===== config.mk =====
export PLATFORM = sky130hd
export DESIGN_NAME = shift_sequencer
export DESIGN_NICKNAME = d
export VERILOG_FILES = /design/src/rtl/shift_sequencer.sv
export SDC_FILE = /design/constraint.sdc
export NUM_CORES = 1
export LEC_CHECK = 0
export CORE_MARGIN = 2
export CORE_UTILIZATION = 45
export DETAILED_ROUTE_END_ITERATION = 12
export PLACE_DENSITY = 0.84
export SYNTH_ARGS = -nofsm -noshare
export SYNTH_HDL_FRONTEND = slang
export SYNTH_SLANG_ARGS = --single-unit

===== constraint.sdc =====
create_clock -name clk -period 3 [get_ports clk]
set_input_delay 0.6 -clock clk [delete_from_list [all_inputs] [get_ports clk]]
set_output_delay 0.6 -clock clk [all_outputs]
set_load 0.005 [all_outputs]

===== src/rtl/shift_sequencer.sv =====
// shift_sequencer
//   Multi-bit shift controller for an external 1-bit-per-pass shifter.
//   A request is held in an accumulator that is pushed through the shifter
//   once per clock. Each result is written back into the accumulator until
//   the requested number of passes has been applied.
//
//   state | meaning
//   IDLE  | waiting for start; shifter idles as pass-through
//   RUN   | one shifter pass per clock, cnt counts down to 1
//   DONE  | one-cycle done pulse; dout valid; start accepted back-to-back
//
// Ports
//   clk       rising-edge clock
//   reset_n   asynchronous active-low reset
//   start     request strobe, sampled only when busy=0
//   op        shift code: 00 none, 01 left, 10 logical right, 11 arith right
//   amount    number of 1-bit passes
//   din       operand
//   sh_in     to shifter data input (accumulator)
//   sh_shift  to shifter shift select (00 outside RUN)
//   sh_out    from shifter output (combinational)
//   abort     (only with SHIFT_SEQ_ABORT_EN) abandons a RUN without done
//   busy      high while in RUN
//   done      one-cycle pulse when dout is valid
//   dout      result, held until the next completed request
//
// Optional feature macro: SHIFT_SEQ_ABORT_EN adds the abort input.

module shift_sequencer #(
    parameter int WIDTH = 16,
    parameter int CNT_W = 4
) (
    input  logic             clk,
    input  logic             reset_n,
    input  logic             start,
    input  logic [1:0]       op,
    input  logic [CNT_W-1:0] amount,
    input  logic [WIDTH-1:0] din,
    output logic [WIDTH-1:0] sh_in,
    output logic [1:0]       sh_shift,
    input  logic [WIDTH-1:0] sh_out,
`ifdef SHIFT_SEQ_ABORT_EN
    input  logic             abort,
`endif
    output logic             busy,
    output logic             done,
    output logic [WIDTH-1:0] dout
);

    typedef enum logic [1:0] {
        IDLE = 2'd0,
        RUN  = 2'd1,
        DONE = 2'd2
    } state_t;

    state_t           r_state;
    state_t           w_state_nxt;
    logic [WIDTH-1:0] r_acc;
    logic [WIDTH-1:0] w_acc_nxt;
    logic [CNT_W-1:0] r_cnt;
    logic [CNT_W-1:0] w_cnt_nxt;
    logic [1:0]       r_op;
    logic [1:0]       w_op_nxt;
    logic [WIDTH-1:0] r_dout;
    logic [WIDTH-1:0] w_dout_nxt;
    logic             w_abort;

`ifdef SHIFT_SEQ_ABORT_EN
    assign w_abort = abort;
`else
    assign w_abort = 1'b0;
`endif

    always_ff @(posedge clk or negedge reset_n) begin
        if (!reset_n) begin
            r_state <= IDLE;
            r_acc   <= '0;
            r_cnt   <= '0;
            r_op    <= 2'b00;
            r_dout  <= '0;
        end else begin
            r_state <= w_state_nxt;
            r_acc   <= w_acc_nxt;
            r_cnt   <= w_cnt_nxt;
            r_op    <= w_op_nxt;
            r_dout  <= w_dout_nxt;
        end
    end

    // dout is loaded on the edge that enters DONE so that it is already
    // valid while done is high.
    always_comb begin
        w_state_nxt = r_state;
        w_acc_nxt   = r_acc;
        w_cnt_nxt   = r_cnt;
        w_op_nxt    = r_op;
        w_dout_nxt  = r_dout;
        case (r_state)
            IDLE, DONE: begin
                w_state_nxt = IDLE;
                if (start) begin
                    w_acc_nxt = din;
                    w_op_nxt  = op;
                    w_cnt_nxt = amount;
                    if (amount == '0 || op == 2'b00) begin
                        w_state_nxt = DONE;
                        w_dout_nxt  = din;
                    end else begin
                        w_state_nxt = RUN;
                    end
                end
            end
            RUN: begin
                w_acc_nxt = sh_out;
                w_cnt_nxt = r_cnt - CNT_W'(1);
                if (w_abort) begin
                    w_state_nxt = IDLE;
                    w_cnt_nxt   = '0;
                end else if (r_cnt == CNT_W'(1)) begin
                    w_state_nxt = DONE;
                    w_dout_nxt  = sh_out;
                end
            end
            default: w_state_nxt = IDLE;
        endcase
    end

    assign busy     = (r_state == RUN);
    assign done     = (r_state == DONE);
    assign sh_shift = (r_state == RUN) ? r_op : 2'b00;
    assign sh_in    = r_acc;
    assign dout     = r_dout;

endmodule


Word level (Yosys, flattened, before mapping)
Index checks and enable logic that the tools add are counted.
{"block": "word_totals", "n_memories": 0, "register_bits": 40, "input_bits": 41, "ram_bits": 0, "elab_cells": 34, "latch_bits": 0, "romBits": 0}
{"block": "classes", "mul": 0, "mux": 13, "addsub": 1, "div": 0, "reduce_logical": 9, "magnitude_cmp": 0, "n_shift": 0, "bitwise": 0, "eq_ne": 6}
{"op": "$mux 16", "count": 4}
{"op": "$pmux 16 s2", "count": 2}
{"op": "$mux 2", "count": 4}
{"op": "$pmux 4 s2", "count": 1}
{"op": "$eq 4x1->1 const B", "count": 1}
{"op": "$logic_not 2->1", "count": 2}
{"op": "$logic_not 4->1", "count": 1}
{"op": "$mux 4", "count": 1}
{"op": "$ne 2x2->1 const B", "count": 2}
{"op": "$pmux 2 s2", "count": 1}
{"op": "$reduce_and 2->1", "count": 2}
{"op": "$reduce_and 4->1", "count": 1}
{"op": "$sub 4x1->4 const B", "count": 1}
{"op": "$eq 2x1->1 const B", "count": 1}
{"op": "$eq 2x2->1 const B", "count": 1}
{"op": "$ne 2x1->1 const B", "count": 1}
{"op": "$reduce_bool 2->1", "count": 1}
{"op": "$reduce_or 2->1", "count": 1}
{"op": "$logic_or 1x1->1", "count": 1}

Depth between registers and ports, before layout
{"block": "depth", "word_depth": 5, "ltp_mapped": 7}

Worst setup path before layout
No wires, ideal clock.
{"block": "synth_path", "path_type": "input-to-reg", "start": "in amount[1]", "end": "reg r_dout[15], in the netlist dout[15]", "path_slack_ps": 1163, "path_stages": 6, "arrival_time_ps": 1758, "required_ps": 2921, "cell_sequence": "or4_4 o21ai_2 a22o_4 buf_12 buf_12 mux2i_1"}
{"block": "synth_between", "elab_chain_len": 4}
{"element": "start: declaration", "line": "37", "source": "input logic [CNT_W-1:0] amount,"}
{"element": "$logic_not 4->1", "line": "105", "source": "if (amount == '0 || op == 2'b00) begin"}
{"element": "$logic_or 1x1->1", "line": "105"}
{"element": "$ne 2x2->1 (no source line)"}
{"element": "$reduce_and 4->1 (no source line)"}
{"element": "end signal: assignment", "line": "86", "source": "r_dout <= w_dout_nxt;"}
{"element": "end: declaration", "line": "64", "source": "logic [WIDTH-1:0] r_dout;"}
Every way passes these cells.
A chain may end at the register's enable or synchronous reset.

Worst setup path in the final report
{"block": "layout_path", "start": "reg r_state[1]", "end": "out sh_shift[0]"}
{"block": "layout_between", "elab_chain_len": 2}
{"element": "start: declaration", "line": "56", "source": "state_t r_state;"}
{"element": "start signal: assignment", "line": "82", "source": "r_state <= w_state_nxt;"}
{"element": "$eq 2x1->1", "line": "130", "source": "assign sh_shift = (r_state == RUN) ? r_op : 2'b00;"}
{"element": "$mux 2", "line": "130"}
{"element": "end: declaration", "line": "40", "source": "output logic [1:0] sh_shift,"}
Every way passes these cells.

==> out/results.ini <==
[layout]
fill_cells=320
fin_nets=286
drive_gt1_share_pct=6.97
antenna_cells=0
area_delta_synth_final_pct=48.1
seq_area_sq_um=1000
multiInputGateArea_sq_um=677

[die]
ios=77
die-area_sq_um=4560
dieHeight_microns=67.5
placementRows=23
core_area_sq_um=3940
die_x_microns=67.5
initial_core_util_pct=46.0

[timing]
max_slew_margin_pct=42.8
setup_tns_ns=0
worst_slack_ns=0.468
hold_viol_final=0
drv_slew=0
max_slew.worst_pin.slew_ns=0.858
min_period_over_period_pct=84.4
rsz0062_at_grt=false
finClkSkew_ns=0.00230
max_freq_mhz=395
finalSetupViolCount=0
finalWorstPathRequiredPeriod_ns=2.53

[logic_synthesis]
ys_ff_latch=40
yosys.area_share.simple_pct=9.66
yosysTopAreaCellShare_pct=55.2
ys_warn_count=0
ys_dominant_reg_cell=dfrtp_1
yosysSeqAreaShare_pct=55.2
synthAdderAreaFrac_pct=1.38
synth_top_family_by_area=multiplexers
synth.distinct_cells=27
synth-compound-area-share_pct=8.62
synth_edf_count=0
synthCells=164
async_flop_share_pct=100
netlist_top_cells_count=dfrtp_1 (40), mux2i_1 (32), inv_1 (19)
syn-num-nets=207
synth.area.mux_share_pct=17.7
yosysMostFrequentCell=dfrtp_1
synth_area_leaders=dfrtp_1 (55%), mux2i_1 (18%), a21oi_1 (4.7%), inv_1 (3.9%), nor2_1 (3.3%)
yosysTopAreaCell=dfrtp_1
synth_xor_area_share_pct=0
syn-cell-area_sq_um=1810
avgSynthCellArea_sq_um=11.1

[worst_setup_path]
required_ns=2.40
cp_max_fo=17
critPathArrivalTime_ns=1.93
path_class=reg -> out
worstPathCellList=nand2b_1 -> inv_2 -> and2_1 -> clkdlybuf4s50_1
cp-end-kind=primary output
cpMaxStageDelayCell=clkdlybuf4s50_1
slowest_delay_ns=0.50
crit_path_start_kind=register

[clock_tree]
post_cts_buffers=0
clkLatencyLatePin_ns=0.28
root_buffer=clkbuf_8
cts_buffer_depth=2
hold_buffers=0
clock_sinks=40
cts_resized=0
htreeDepth=2
cts_made_buffers=5
cts_tree=done
clkTransAtPathRegs_ns=0.07

[detailed_routing]
first_iter_violations=93
drcViolationCount=0
detail_route.wl_per_cell_microns=13.4
drtPass1Iterations=4
antenna_left=0
routed_wirelength_mm=3.94
viasPerCell=4.85
num_vias=1427

[global_routing]
antenna_found_initial=0
grt_pass1_vias=1426
grt_remaining_overflow=0
grt_use_total_pct=19.4
grt_start_max_net_pins=41
grt_pass1_wl_mm=6.49

[status]
outcome=completed

[placed_design]
post-place-ws_ns=0.632
gp_congestion=0.716
dp_hpwl_mm=2.93
io_buffers=76

[power]
ir_worst_vdd_mv=0.494
power.leakage_nw=1.22
cellPowerDensity_nw_per_um2=996

[flow_run]
drv_cap=0

[min_path]
hold_class=in -> async

[worst max-delay path: cells and delay by family, from the launching register on]
family / cells / cell delay (ns)
and+or+nand+nor: 2 / 0.41
buffers and inverters: 2 / 0.86
DFF: 1 / 0.37
[where the power goes]
part / internal (mW) / leakage, nW / switching (mW)
Sequential: 0.816 / 0.458 / 0.157
Combinational: 0.758 / 0.707 / 0.584
Clock: 0.183 / 0.0510 / 0.177
Total: 1.76 / 1.22 / 0.918
[placed cells by master (no fill, tap or decap), types with 2 or more instances in the layout]
cell type / instances
clkdlybuf4s50_1: 75
dfrtp_1: 40
mux2i_1: 32
inv_1: 19
a21oi_1: 17
nor2_1: 16
nand2_1: 10
clkbuf_8: 6
buf_4: 3
nand2b_1: 2
and2_1: 2
o21ai_0: 2
nand3_1: 2
ha_1: 2
clkinv_2: 2
[final timing paths]
kind / end / startpoint / cells past startpoint / slack [ns]
max reg2reg: dout[14] / r_state[1] / 5 / 1.21
max in group asynchronous: dout[5] / reset_n / 1 / 2.04
min: r_op[1] / reset_n / 1 / 0.42
min reg2reg: r_op[0] / r_op[0] / 2 / 0.47
min in group clk: r_op[0] / r_op[0] / 2 / 0.47
max: sh_shift[0] / r_state[1] / 4 / 0.47
[layer usage]
metal | track usage [%] | routed length [microns] | up-vias
met5 | 0 | 0 | -
met4 | 7.14 | 41 | 0
met3 | 5.33 | 219 | 4
met2 | 32.0 | 1950 | 43
met1 | 24.4 | 1730 | 678
li1 | - | - | 702
[registers in the layout, summed over array words and instances (netlist names)]
name,flops
dout,16
sh_in,16
r_cnt,4
r_op,2
r_state,2
[metrics by stage]
stage | hold slack, ns | std cells | util (%) | area, sq um | power, mW
floorplan | 0.304 | 164 | - | 1810 | 1.64
global placement | 0.451 | 286 | 65.8 | 2590 | 2.29
detailed placement | 0.455 | 286 | 65.8 | 2590 | 2.34
CTS | 0.454 | 294 | 68.1 | 2690 | 2.71
global route | 0.496 | 294 | 68.1 | 2690 | 2.89
finish | 0.420 | 294 | 68.1 | 2690 | 2.67
[cells by family (layout without fill, tap and decap cells)]
| kind of cell | count (synthesis) | after routing |
|---|---|---|
| buffers and inverters | 27 | 107 |
| adder cells (fa/ha/maj) | 2 | 2 |
| AO/OA/AOI/OAI | 26 | 26 |
| multiplexers | 32 | 32 |
| flip-flops | 40 | 40 |
| AND/OR/NAND/NOR | 37 | 37 |
[area by class of cell]
| type | instances | share of cell area [%] |
|---|---|---|
| Clock buffer | 6 | 3.07 |
| Sequential cell | 40 | 37.3 |
| Inverter | 20 | 2.79 |
| Multi-Input combinational cell | 97 | 25.2 |
| Timing Repair Buffer | 79 | 29.0 |
| Clock inverter | 2 | 0.373 |
| Tap cell | 50 | 2.33 |
Note: power is estimated with default switching activity, not from simulation.
